`src/rtl/spram_pkg.sv`:
```
// spram_pkg: shared types for spram_modes (read-during-write modes, clear FSM states).
package spram_pkg;
   typedef enum logic [1:0] {
      MODE_WRITE_FIRST = 2'd0,
      MODE_READ_FIRST  = 2'd1,
      MODE_NO_CHANGE   = 2'd2
   } rw_mode_e;
   typedef enum logic {
      IDLE  = 1'b0,
      CLEAR = 1'b1
   } clr_state_e;
endpackage

```
`src/rtl/spram_modes_if.sv`:
```
// spram_modes_if: access/clear bus of spram_modes; master drives requests, slave is the RAM.
interface spram_modes_if #(
   parameter int DATA_W = 32,
   parameter int BYTE_W = 8,
   parameter int ADDR_W = 5
);
   localparam int NB = DATA_W / BYTE_W;
   logic              en;
   logic              we;
   logic [NB-1:0]     be;
   logic [ADDR_W-1:0] addr;
   logic [DATA_W-1:0] din;
   logic              clr;
   logic [DATA_W-1:0] dout;
   logic              rd_valid;
   logic              busy;
   modport master (output en, we, be, addr, din, clr, input dout, rd_valid, busy);
   modport slave  (input en, we, be, addr, din, clr, output dout, rd_valid, busy);
endinterface

```
`src/rtl/spram_clear_fsm.sv`:
```
// spram_clear_fsm: walks every address once after reset or a clr request,
// presenting a write strobe and address for the RAM's clear value.
module spram_clear_fsm import spram_pkg::*; #(
   parameter int ADDR_W = 5
) (
   input  logic              clk,
   input  logic              rst,
   input  logic              clr_i,
   output logic              busy_o,
   output logic              clr_we_o,
   output logic [ADDR_W-1:0] clr_addr_o
);
   clr_state_e        state_q, state_d;
   logic [ADDR_W-1:0] clr_addr_q, clr_addr_d;
   always_ff @(posedge clk) begin
      if (rst) begin
         state_q    <= CLEAR;
         clr_addr_q <= '0;
      end else begin
         state_q    <= state_d;
         clr_addr_q <= clr_addr_d;
      end
   end
   always_comb begin
      state_d    = state_q;
      clr_addr_d = clr_addr_q;
      if (state_q == CLEAR) begin
         clr_addr_d = clr_addr_q + 1'b1;
         if (&clr_addr_q) state_d = IDLE;
      end else if (clr_i) begin
         state_d    = CLEAR;
         clr_addr_d = '0;
      end
   end
   // The array must stay untouched while rst is held, even though busy is already up.
   assign busy_o     = state_q == CLEAR;
   assign clr_we_o   = busy_o && !rst;
   assign clr_addr_o = clr_addr_q;
endmodule

```
`src/rtl/spram_modes.sv`:
```
// spram_modes: single-port RAM with byte enables, compile-time read-during-write mode
// and a hardware clear engine. Define SPRAM_OUTREG_EN for an extra dout/rd_valid stage.
module spram_modes import spram_pkg::*; #(
   parameter int               DATA_W    = 32,
   parameter int               BYTE_W    = 8,
   parameter int               ADDR_W    = 5,
   parameter rw_mode_e         MODE      = MODE_WRITE_FIRST,
   parameter logic [DATA_W-1:0] CLEAR_VAL = '0
) (
   input logic          clk,
   input logic          rst,
   spram_modes_if.slave bus
);
   localparam int NB    = DATA_W / BYTE_W;
   localparam int DEPTH = 2 ** ADDR_W;
   logic [DATA_W-1:0] mem_q [DEPTH];
   logic              busy, clr_we;
   logic [ADDR_W-1:0] clr_addr;
   logic              acc, wr, rd_valid_d, rd_valid_q;
   logic [DATA_W-1:0] old_word, new_word, dout_d, dout_q;
   spram_clear_fsm #(.ADDR_W(ADDR_W)) u_clear (
      .clk        (clk),
      .rst        (rst),
      .clr_i      (bus.clr),
      .busy_o     (busy),
      .clr_we_o   (clr_we),
      .clr_addr_o (clr_addr)
   );
   // clr wins over a same-cycle access; be=0 makes a write behave as a plain read.
   always_comb begin
      acc      = bus.en && !busy && !bus.clr;
      wr       = acc && bus.we && |bus.be;
      old_word = mem_q[bus.addr];
      new_word = old_word;
      for (int i = 0; i < NB; i++)
         if (wr && bus.be[i]) new_word[i*BYTE_W +: BYTE_W] = bus.din[i*BYTE_W +: BYTE_W];
      rd_valid_d = acc && (MODE != MODE_NO_CHANGE || !wr);
      dout_d     = !rd_valid_d ? dout_q : MODE == MODE_READ_FIRST ? old_word : new_word;
   end
   always_ff @(posedge clk) begin
      if (clr_we) mem_q[clr_addr] <= CLEAR_VAL;
      else if (wr) mem_q[bus.addr] <= new_word;
   end
   always_ff @(posedge clk) begin
      if (rst) begin
         dout_q     <= '0;
         rd_valid_q <= 1'b0;
      end else begin
         dout_q     <= dout_d;
         rd_valid_q <= rd_valid_d;
      end
   end
`ifdef SPRAM_OUTREG_EN
   logic [DATA_W-1:0] dout2_q;
   logic              rd_valid2_q;
   always_ff @(posedge clk) begin
      if (rst) begin
         dout2_q     <= '0;
         rd_valid2_q <= 1'b0;
      end else begin
         dout2_q     <= dout_q;
         rd_valid2_q <= rd_valid_q;
      end
   end
   assign bus.dout     = dout2_q;
   assign bus.rd_valid = rd_valid2_q;
`else
   assign bus.dout     = dout_q;
   assign bus.rd_valid = rd_valid_q;
`endif
   assign bus.busy = busy;
endmodule

```
`src/flat_wrapper.sv`:
```
// flat-port wrapper written by rule: the top's interface ports become plain ports
module spram_modes_flat import spram_pkg::*;
#(
   parameter int               DATA_W    = 32,
   parameter int               BYTE_W    = 8,
   parameter int               ADDR_W    = 5,
   parameter rw_mode_e         MODE      = MODE_WRITE_FIRST,
   parameter logic [DATA_W-1:0] CLEAR_VAL = '0
)
  (clk, rst, bus_en, bus_we, bus_be, bus_addr, bus_din, bus_clr, bus_dout, bus_rd_valid, bus_busy);
  spram_modes_if #(.DATA_W(DATA_W), .BYTE_W(BYTE_W), .ADDR_W(ADDR_W)) bus_i ();
  input logic clk;
  input logic rst;
  input wire logic [$bits(bus_i.en)-1:0] bus_en;
  input wire logic [$bits(bus_i.we)-1:0] bus_we;
  input wire logic [$bits(bus_i.be)-1:0] bus_be;
  input wire logic [$bits(bus_i.addr)-1:0] bus_addr;
  input wire logic [$bits(bus_i.din)-1:0] bus_din;
  input wire logic [$bits(bus_i.clr)-1:0] bus_clr;
  output wire logic [$bits(bus_i.dout)-1:0] bus_dout;
  output wire logic [$bits(bus_i.rd_valid)-1:0] bus_rd_valid;
  output wire logic [$bits(bus_i.busy)-1:0] bus_busy;
  assign bus_i.en = bus_en;
  assign bus_i.we = bus_we;
  assign bus_i.be = bus_be;
  assign bus_i.addr = bus_addr;
  assign bus_i.din = bus_din;
  assign bus_i.clr = bus_clr;
  assign bus_dout = bus_i.dout;
  assign bus_rd_valid = bus_i.rd_valid;
  assign bus_busy = bus_i.busy;
  spram_modes #(.DATA_W(DATA_W), .BYTE_W(BYTE_W), .ADDR_W(ADDR_W), .MODE(MODE), .CLEAR_VAL(CLEAR_VAL)) u_core (.clk(clk), .rst(rst), .bus(bus_i));
endmodule
```
`config.mk`:
```
export PLATFORM = sky130hd
export DESIGN_NAME = spram_modes_flat
export DESIGN_NICKNAME = d
export VERILOG_FILES = /design/src/rtl/spram_pkg.sv /design/src/rtl/spram_modes_if.sv /design/src/rtl/spram_clear_fsm.sv /design/src/rtl/spram_modes.sv /design/src/flat_wrapper.sv
export SDC_FILE = /design/constraint.sdc
export NUM_CORES = 1
export LEC_CHECK = 0
export ABC_AREA = 0
export BUFFER_PORTS_ARGS = -buffer_cell sky130_fd_sc_hd__buf_2
export CORE_MARGIN = 5
export CORE_UTILIZATION = 55
export CTS_BUF_LIST = sky130_fd_sc_hd__clkbuf_16
export DETAILED_ROUTE_END_ITERATION = 10
export PLACE_DENSITY = 0.7
export SYNTH_ARGS = -nofsm -noshare
export SYNTH_HDL_FRONTEND = slang
export SYNTH_SLANG_ARGS = --single-unit
```
`constraint.sdc`:
```
create_clock -name clk -period 4.8 [get_ports clk]
set_clock_uncertainty 0.05 [all_clocks]
set_input_delay 0.48 -clock clk [delete_from_list [all_inputs] [get_ports clk]]
set_output_delay 0.48 -clock clk [all_outputs]
set_load 0.01 [all_outputs]
```
==> run_results.csv <==
group,metric,value,unit
clock_network,numCtsBuffers,103,
finish,final_nets,2222,
critical_path,worstPathMaxFanout,40,
clock_network,cts_hold_buf,3,
route,routedWlPerCell,33.2,um
logic_synthesis,synthTopCellsByArea,"edfxtp_1 74%, mux4_2 13%, mux2i_1 2.5%",
sta,slew_violations,0,
run,maxCapViolCount,0,
clock_network,cts.root.buffer_cell,"clkbuf_16",
logic_synthesis,netlist-cell-type-count,53,
global_route,grt_max_degree,73,
logic_synthesis,synth_area,0.0413,sq mm
sta,relSlewSlack,3.22,%
min_path,min_to,"u_core.bus.dout[29]$_SDFFE_PP0N_",
route,drc,0,
critical_path,rrSetupSlack,880,ps
sta,period_share,81.7,%
critical_path,worstReg2RegEnd,"u_core.mem_q[30][14]$_DFFE_PP_",
critical_path,end_kind,"flip-flop",
critical_path,start_kind,"flip-flop",
logic_synthesis,ys_seq_elements,1063,
min_path,hold_depth,3,
clock_network,cts_tree,"built",
clock_network,clkSlewWorstSetupHoldPaths,60,ps
clock_network,cts_max_path_buffers,3,
critical_path,cp-startpoint,"u_core.u_clear.busy_o$_SDFF_PP1_",
global_route,overflow,0,
critical_path,crit_arrival,4120,ps
critical_path,worst-setup-path-type,"reg -> reg",
placed_design,io_buffers,79,
route,vias,21900,
floorplanning,die_h,284,um
finish,area_delta_synth_final,13.6,%
placed_design,place_congestion,0.836,
logic_synthesis,seq_area_frac_synth,76.3,%
finish,layout-drive-gt1-share,28.6,%
global_route,gr-usage-all-layers,26.4,%
critical_path,reg2reg_depth,7,
logic_synthesis,synthMostInstantiatedCell,"edfxtp_1",
logic_synthesis,synth_top_area_share,74.4,%
logic_synthesis,synth-edff-count,1024,
global_route,grt_pass1_wl,155,mm
logic_synthesis,async_reset_ff_share,0,%
pwr,p_leak,17.2,nW
logic_synthesis,syn_avg_cell_area,20.8,sq um
logic_synthesis,syn_nets,2036,
clock_network,cts_sinks,1063,
floorplanning,die_w,284,um
critical_path,required,5000,ps
sta,hold_slack,37.9,ps
logic_synthesis,syn_inst,1988,
sta,period_needed,3920,ps
route,drt_first_iter_violations,3355,
sta,finalSetupTns,0,ps
finish,fillCellCount,4843,
route,vias_per_cell,6.76,
clock_network,insertion_delay,650,ps
placed_design,hpwl,64.7,mm
logic_synthesis,ys_dominant_reg_cell,"edfxtp_1",
sta,worstMarginPinSlew,1450,ps
finish,multi_input_area,0.00944,sq mm
run_status,status,"finished clean",
global_route,grt_pass1_vias,21600,
sta,fmax,255,MHz
pwr,power_density,395,mW/mm^2
floorplanning,rows,100,
floorplanning,start_util,55.5,%
sta,rsz0062_at_grt,"false",
floorplanning,core_area,0.0744,sq mm
pwr,irDropWorstVdd,0.000242,V
logic_synthesis,yosys-top-cells-count,"1024 x edfxtp_1, 235 x mux4_2, 105 x mux2i_1",
sta,hold_violations,0,
clock_network,cts_resized,0,
min_path,worstHoldStart,"bus_din[29]",
route,dr.pass1.iters,6,
sta,setup_viol,0,
critical_path,rr_startpoint,"u_core.u_clear.busy_o$_SDFF_PP1_",
logic_synthesis,synth_warnings,0,
floorplanning,dieArea,0.0807,sq mm
logic_synthesis,yosysTopAreaCell,"edfxtp_1",
clock_network,post_cts_buffers,0,
route,route.antenna.remaining_nets,0,
finish,regArea,0.0315,sq mm
route,totalWireLength,107,mm
floorplanning,io_pins,80,
clock_network,htree_num_levels,3,
global_route,antenna_found_initial,3,
min_path,hp-class,"in -> reg",
cells in the final DEF, fill, tap and decap left out, types with 6 or more instances in the layout:
master	instances
buf_4	95
clkinv_1	18
a31oi_1	12
o211ai_1	22
a21oi_1	28
a222oi_1	7
o31ai_1	16
dfxtp_1	39
clkbuf_16	105
buf_12	16
nor2_4	33
a22oi_1	43
nor3_2	14
nand2_1	71
edfxtp_1	1024
a211oi_2	6
a221o_1	6
bufinv_16	8
buf_2	77
and3_1	6
nor3_1	27
clkinvlp_4	10
mux2i_1	105
clkinv_2	17
inv_1	38
nand2b_1	7
o21ai_0	37
a211oi_1	6
mux4_2	235
nor2_1	48
a221oi_1	23
critical path, cell delays in order, from the launching register on:
cell	delay (ps)
dfxtp_1	460
nor4bb_2	730
o41ai_2	230
buf_12	280
nor2_1	120
a22oi_1	260
buf_4	300
nor2_4	1040
power by group:
part	internal (W)	switching, W	total, W
clock	0.00439	0.00336	0.00775
sequential	0.0101	0.0000156	0.0101
combinational	0.000261	0.000448	0.000709
kinds of logic (layout without fill, tap and decap cells):
logic type,after synthesis,in the layout,synth area share (%)
AO/OA/AOI/OAI,227,227,3.94
adder cells (fa/ha/maj),2,2,0.0605
buffers and inverters,121,395,1.85
flip-flops,1063,1063,76.3
multiplexers,341,341,15.4
other,0,1,0
AND/OR/NAND/NOR,234,234,2.50
sequential cells by signal (all words and copies together), names as in the netlist:
| register | cells |
|---|---|
| u_core.u_clear.busy_o | 1 |
| u_core.mem_q | 1024 |
| u_core.bus.rd_valid | 1 |
| u_core.u_clear.clr_addr_o | 5 |
| u_core.bus.dout | 32 |
stage by stage:
step	setup WS [ps]	power, W	std cells	util (%)	instance area, sq um
final	880	0.0185	3232	63.1	47000
after floorplan	973	0.0107	1988	-	41300
after CTS	901	0.0186	3230	63.1	46900
after global placement	762	0.0110	3032	58.6	43600
after global routing	752	0.0191	3231	63.1	47000
after detailed placement	797	0.0110	3034	58.6	43600
metal layers:
| metal | vias to the layer above | wire (um) | track usage [%] |
|---|---|---|---|
| met3 | 201 | 13700 | 7.26 |
| met2 | 1469 | 48700 | 39.2 |
| met1 | 11500 | 41900 | 39.5 |
| met4 | 0 | 2930 | 7.12 |
| li1 | 8719 | - | - |
| met5 | - | 0 | 0 |
cell type report:
cell class                 count  share of cell area [%]
antenna                        1                 0.00533
clock buffer                 105                    5.60
clock inverter                88                    1.35
inverter                       9                  0.0746
multi-input combinational    804                    20.1
sequential                  1063                    67.1
tap                          969                    2.58
timing repair buffer         193                    3.15
how the worst max path moves through the flow:
stage	cells past startpoint	to	slack [ps]
2_1_floorplan	6	u_core.mem_q[0][22]$_DFFE_PP_	970
3_3_place_gp	8	u_core.mem_q[14][1]$_DFFE_PP_	760
3_5_place_dp	8	u_core.mem_q[2][28]$_DFFE_PP_	800
4_1_cts	7	u_core.mem_q[2][15]$_DFFE_PP_	900
5_1_grt	7	u_core.mem_q[30][13]$_DFFE_PP_	750
6_report	7	u_core.mem_q[30][14]$_DFFE_PP_	880
(Power assumes the default switching activity.)
